[config.mk]
export PLATFORM = sky130hd
export DESIGN_NAME = ysyx_23060203_csu
export DESIGN_NICKNAME = d
export VERILOG_FILES = /design/src/rtl/ysyx_23060203_csu.sv
export SDC_FILE = /design/constraint.sdc
export NUM_CORES = 1
export LEC_CHECK = 0
export CAP_MARGIN = 25
export CORE_UTILIZATION = 41
export CTS_CLUSTER_DIAMETER = 120
export DETAILED_ROUTE_END_ITERATION = 6
export MAX_ROUTING_LAYER = met4
export PLACE_DENSITY = 0.93
export SYNTH_ARGS = -nofsm -noshare
export SYNTH_HDL_FRONTEND = slang
export SYNTH_SLANG_ARGS = --single-unit
[constraint.sdc]
create_clock -name clock -period 2.2 [get_ports clock]
set_input_delay 0.22 -clock clock [delete_from_list [all_inputs] [get_ports clock]]
set_output_delay 0.22 -clock clock [all_outputs]
set_load 0.05 [all_outputs]
[src/rtl/ysyx_23060203_csu.sv]
// Control-flow supervisor: kills younger work on WB flush / EX redirect, drains bus traffic, then redirects fetch.
// Optional perf counters (wb/ex accepts, stall cycles) are built only when CSU_PERF_EN is defined.
module ysyx_23060203_csu #(
    parameter logic [31:0] RESET_PC = 32'h3000_0000
`ifdef CSU_PERF_EN
    ,
    parameter int          CNT_W    = 32
`endif
) (
    input  logic        clock,
    input  logic        reset,
    input  logic        wb_flush,
    input  logic [31:0] wb_dnpc,
    input  logic        ex_redirect,
    input  logic [31:0] ex_target,
    input  logic        ifu_idle,
    input  logic        lsu_idle,
    output logic        fe_flush,
    output logic        be_flush,
    output logic        redir_valid,
    output logic [31:0] redir_pc,
    input  logic        redir_ready
`ifdef CSU_PERF_EN
    ,
    output logic [CNT_W-1:0] perf_wb_cnt,
    output logic [CNT_W-1:0] perf_ex_cnt,
    output logic [CNT_W-1:0] perf_stl_cnt
`endif
);

    typedef enum logic [1:0] {
        S_BOOT  = 2'd0,
        S_RUN   = 2'd1,
        S_DRAIN = 2'd2,
        S_REDIR = 2'd3
    } state_t;

    state_t      r_state;
    logic        r_kind;
    logic [31:0] r_target;

    state_t      w_nxt_state;
    logic        w_nxt_kind;
    logic [31:0] w_nxt_target;
    logic        w_fe_flush;
    logic        w_be_flush;
    logic        w_redir_valid;
    logic [31:0] w_redir_pc;

    always_ff @(posedge clock or negedge reset) begin
        if (!reset) begin
            r_state  <= S_BOOT;
            r_kind   <= 1'b1;
            r_target <= RESET_PC;
        end else begin
            r_state  <= w_nxt_state;
            r_kind   <= w_nxt_kind;
            r_target <= w_nxt_target;
        end
    end

    always_comb begin
        w_nxt_state   = r_state;
        w_nxt_kind    = r_kind;
        w_nxt_target  = r_target;
        w_fe_flush    = 1'b0;
        w_be_flush    = 1'b0;
        w_redir_valid = 1'b0;
        w_redir_pc    = r_target;
        case (r_state)
            S_BOOT: begin
                w_redir_valid = 1'b1;
                w_redir_pc    = RESET_PC;
                if (redir_ready) w_nxt_state = S_RUN;
            end
            S_RUN: begin
                w_fe_flush = wb_flush | ex_redirect;
                w_be_flush = wb_flush;
                // WB retires the older instruction, so it beats a same-cycle EX redirect
                if (wb_flush) begin
                    w_nxt_state  = S_DRAIN;
                    w_nxt_kind   = 1'b1;
                    w_nxt_target = wb_dnpc;
                end else if (ex_redirect) begin
                    w_nxt_state  = S_DRAIN;
                    w_nxt_kind   = 1'b0;
                    w_nxt_target = ex_target;
                end
            end
            S_DRAIN: begin
                w_fe_flush = 1'b1;
                w_be_flush = r_kind;
                if (wb_flush) begin
                    w_nxt_kind   = 1'b1;
                    w_nxt_target = wb_dnpc;
                end else if (ifu_idle && (lsu_idle || !r_kind)) begin
                    w_nxt_state = S_REDIR;
                end
            end
            S_REDIR: begin
                w_redir_valid = 1'b1;
                w_fe_flush    = 1'b1;
                w_be_flush    = r_kind;
                // A WB flush withdraws the offer even if IFU accepted it this cycle
                if (wb_flush) begin
                    w_nxt_state  = S_DRAIN;
                    w_nxt_kind   = 1'b1;
                    w_nxt_target = wb_dnpc;
                end else if (redir_ready) begin
                    w_nxt_state = S_RUN;
                end
            end
            default: w_nxt_state = S_BOOT;
        endcase
    end

    assign fe_flush    = w_fe_flush;
    assign be_flush    = w_be_flush;
    assign redir_valid = w_redir_valid;
    assign redir_pc    = w_redir_pc;

`ifdef CSU_PERF_EN
    logic             w_wb_acc;
    logic             w_ex_acc;
    logic             w_stall;
    logic [CNT_W-1:0] r_wb_cnt;
    logic [CNT_W-1:0] r_ex_cnt;
    logic [CNT_W-1:0] r_stl_cnt;

    assign w_wb_acc = (r_state != S_BOOT) && wb_flush;
    assign w_ex_acc = (r_state == S_RUN) && ex_redirect && !wb_flush;
    assign w_stall  = (r_state == S_DRAIN) || (r_state == S_REDIR);

    always_ff @(posedge clock or negedge reset) begin
        if (!reset) begin
            r_wb_cnt  <= '0;
            r_ex_cnt  <= '0;
            r_stl_cnt <= '0;
        end else begin
            if (w_wb_acc && (r_wb_cnt != '1))  r_wb_cnt  <= r_wb_cnt + CNT_W'(1);
            if (w_ex_acc && (r_ex_cnt != '1))  r_ex_cnt  <= r_ex_cnt + CNT_W'(1);
            if (w_stall && (r_stl_cnt != '1))  r_stl_cnt <= r_stl_cnt + CNT_W'(1);
        end
    end

    assign perf_wb_cnt  = r_wb_cnt;
    assign perf_ex_cnt  = r_ex_cnt;
    assign perf_stl_cnt = r_stl_cnt;
`endif

endmodule
==> results.py <==
metrics = {
    "synthesis": {
        "yosys.cell_types.count": 25,
        "synth_seq_cells": 35,
        "ys_seq_area_frac": 0.396,
        "synth_area_mm2": 0.00222,
        "avgSynthCellArea_um2": 12.6,
        "synth_cells": 176,
        "synth-simple-area-share": 0.117,
        "synth-xor-area-share": 0,
        "syn_nets": 251,
        "synth_mux_area_frac": 0.387,
        "synthAdderAreaFrac": 0.0225,
        "synth_top_family_by_area": "multiplexers",
        "ys_warn_count": 0,
        "synth-compound-area-share": 0.0366,
    },
    "routing": {
        "drt-total-wl_um": 4890,
        "avgRoutedWirePerCell_um": 13.7,
        "drt_first_iter_violations": 38,
        "viasPerCell": 4.74,
        "drcViolationCount": 0,
        "vias": 1688,
        "antenna_left": 0,
        "drt-pass1-iter-count": 4,
    },
    "clocking": {
        "clkSinkCount": 35,
        "clockBufferDepth": 2,
        "cts_setup_buffers": 0,
        "insertion_delay_ps": 280,
        "cts-root-buf": "clkbuf_8",
        "cts_made_buffers": 5,
        "cts_max_level": 2,
        "cts_tree": "built",
        "clkTransAtPathRegs_ps": 70,
        "holdBufCountCts": 0,
    },
    "grt": {
        "busiest_layer": "met2",
        "met3_usage": 0.0476,
        "overflow": 0,
        "grt_pass1_vias": 1635,
        "grt_max_degree": 36,
        "track_usage": 0.182,
        "grt_pass1_wl_um": 7430,
        "use_met2": 0.333,
        "grt_use_met1": 0.190,
        "antenna_found_initial": 0,
    },
    "sta": {
        "hold_violations": 0,
        "setup_violations": 0,
        "skew_ps": 3.17,
        "period_minus_slack_ps": 2040,
        "slew_headroom": 0.487,
        "fmax_ghz": 0.490,
        "post-route-period-util": 0.928,
        "worst_pin_slew_ps": 770,
        "setup_tns_ps": 0,
        "rsz0062_at_grt": "no",
        "slew_violations": 0,
        "whs_ps": 14.2,
    },
    "placed_design": {
        "dp.final_hpwl_um": 3780,
        "port_buffers": 105,
        "place_congestion": 0.812,
    },
    "critical_path": {
        "crit_path_cell_trace": "inv_1 -> ha_1 -> nor3_4 -> buf_12 -> mux2_2 -> mux2_2",
        "crit_fanout": 17,
        "cp-start-kind": "flip-flop",
        "cp_common_cell": "mux2_2",
        "crit_type": "reg2reg",
        "critPathMaxStageDelay_ps": 420,
        "worstPathRequired_ps": 2370,
        "cp-end-kind": "flip-flop",
        "arrival_ps": 2210,
        "slowest_stage": "dfrtp_1",
    },
    "cells_and_area": {
        "fill_cells": 389,
        "regArea_um2": 880,
        "drive_gt1_frac": 0.434,
        "antenna_cells": 0,
        "nets": 360,
        "syn2layout_area_growth_pct": 53.0,
        "multi_input_area_mm2": 0.00126,
    },
    "power_and_ir_drop": {
        "p_leak_nw": 1.51,
        "powerDensity_mw_per_mm2": 1690,
        "ir_drop_uv": 880,
    },
    "job": {
        "cap_violations": 0,
    },
    "die": {
        "rows": 26,
        "ios": 106,
        "die_area_mm2": 0.00571,
        "core_area_mm2": 0.00517,
        "start_util": 0.429,
        "die_h_um": 75.6,
        "die_w_um": 75.6,
    },
    "status": {
        "outcome": "finished clean",
    },
    "hold_path": {
        "min_path_type": "in2async",
    },
}
[synthesized netlist by cell type, drive strengths merged]
master	instances	area, µm²
nand2b	2	12.5
ha	4	50.1
nor3	1	16.3
o21bai	1	7.51
clkbuf	4	15.0
a211oi	1	7.51
o31ai	1	7.51
mux2i	1	10.0
o22ai	1	6.26
dfstp	3	78.8
inv	5	18.8
a31o	1	8.76
nand2	3	11.3
buf	7	56.3
dfrtp	32	801
or2	2	12.5
mux2	65	848
o21ai	4	20.0
a21oi	4	23.8
nor2b	32	200
nor2	2	7.51
[critical path, delay by kind of cell (launching register included)]
kind	cells	cell delay, ps
buffers and inverters	2	340
adders and majority gates	1	310
muxes	2	610
and+or+nand+nor	1	250
DFF	1	420
[state kept, by name, summed over array words and instances, names as in the netlist]
register  cells
r_kind        1
r_target     32
r_state       2
[report_power, final]
| group | switching, mW | internal, mW | total (mW) |
|---|---|---|---|
| clock | 0.214 | 0.222 | 0.436 |
| sequential | 0.153 | 1.00 | 1.16 |
| combinational | 2.40 | 1.73 | 4.14 |
[cells in the final DEF (no fill, tap or decap), drive strengths merged, types with 2 or more instances in the layout]
| cell | instances |
|---|---|
| a21oi | 4 |
| buf | 44 |
| clkbuf | 7 |
| clkdlybuf4s50 | 69 |
| dfrtp | 32 |
| dfstp | 3 |
| ha | 4 |
| inv | 5 |
| mux2 | 65 |
| nand2 | 3 |
| nand2b | 2 |
| nor2 | 2 |
| nor2b | 32 |
| o21ai | 4 |
| or2 | 2 |
[per-stage QoR]
stage	util	area, µm²	total power, mW	worst slack, ps	cells
floorplan	-	2220	4.13	199	176
global placement	0.640	3310	5.25	176	348
detailed placement	0.640	3310	5.34	101	348
CTS	0.656	3390	5.80	70.6	356
global route	0.657	3400	6.06	58.5	356
finish	0.657	3400	5.73	159	356
[path summary, 6_finish.rpt]
| path | cells past startpoint | startpoint | to | slack (ps) |
|---|---|---|---|---|
| setup / recovery | 6 | r_state[0] | r_target[1] | 160 |
| hold / removal | 1 | reset | r_state[1] | 10 |
| setup reg to reg | 6 | r_state[0] | r_target[1] | 160 |
| hold reg to reg | 2 | r_kind | r_kind | 480 |
| max in group asynchronous | 1 | reset | r_target[12] | 1700 |
| min in group clock | 2 | r_kind | r_kind | 480 |
[final cells by class]
cell class | instances | area share
sequential | 35 | 0.259
multi-input combinational | 125 | 0.371
inverter | 5 | 0.00553
clock inverter | 1 | 0.00147
tap | 70 | 0.0258
timing repair buffer | 113 | 0.315
clock buffer | 7 | 0.0225
[kinds of logic after synthesis]
kind of cell | count (synthesis)
adders and majority gates | 4
AOI/OAI and AO/OA | 13
buffers and inverters | 16
muxes | 66
DFF | 35
and+or+nand+nor | 42
[what timing repair did]
action                     CTS  global route
resized for setup            0             1
setup endpoints to repair    0            19
hold endpoints to repair     0             0
[metal layers]
layer | vias to the layer above | share of wire
li1 | 821 | -
met1 | 804 | 0.38
met2 | 60 | 0.55
met3 | 3 | 0.061
met4 | 0 | 0.0065
met5 | - | 0
(Power assumes the default switching activity.)
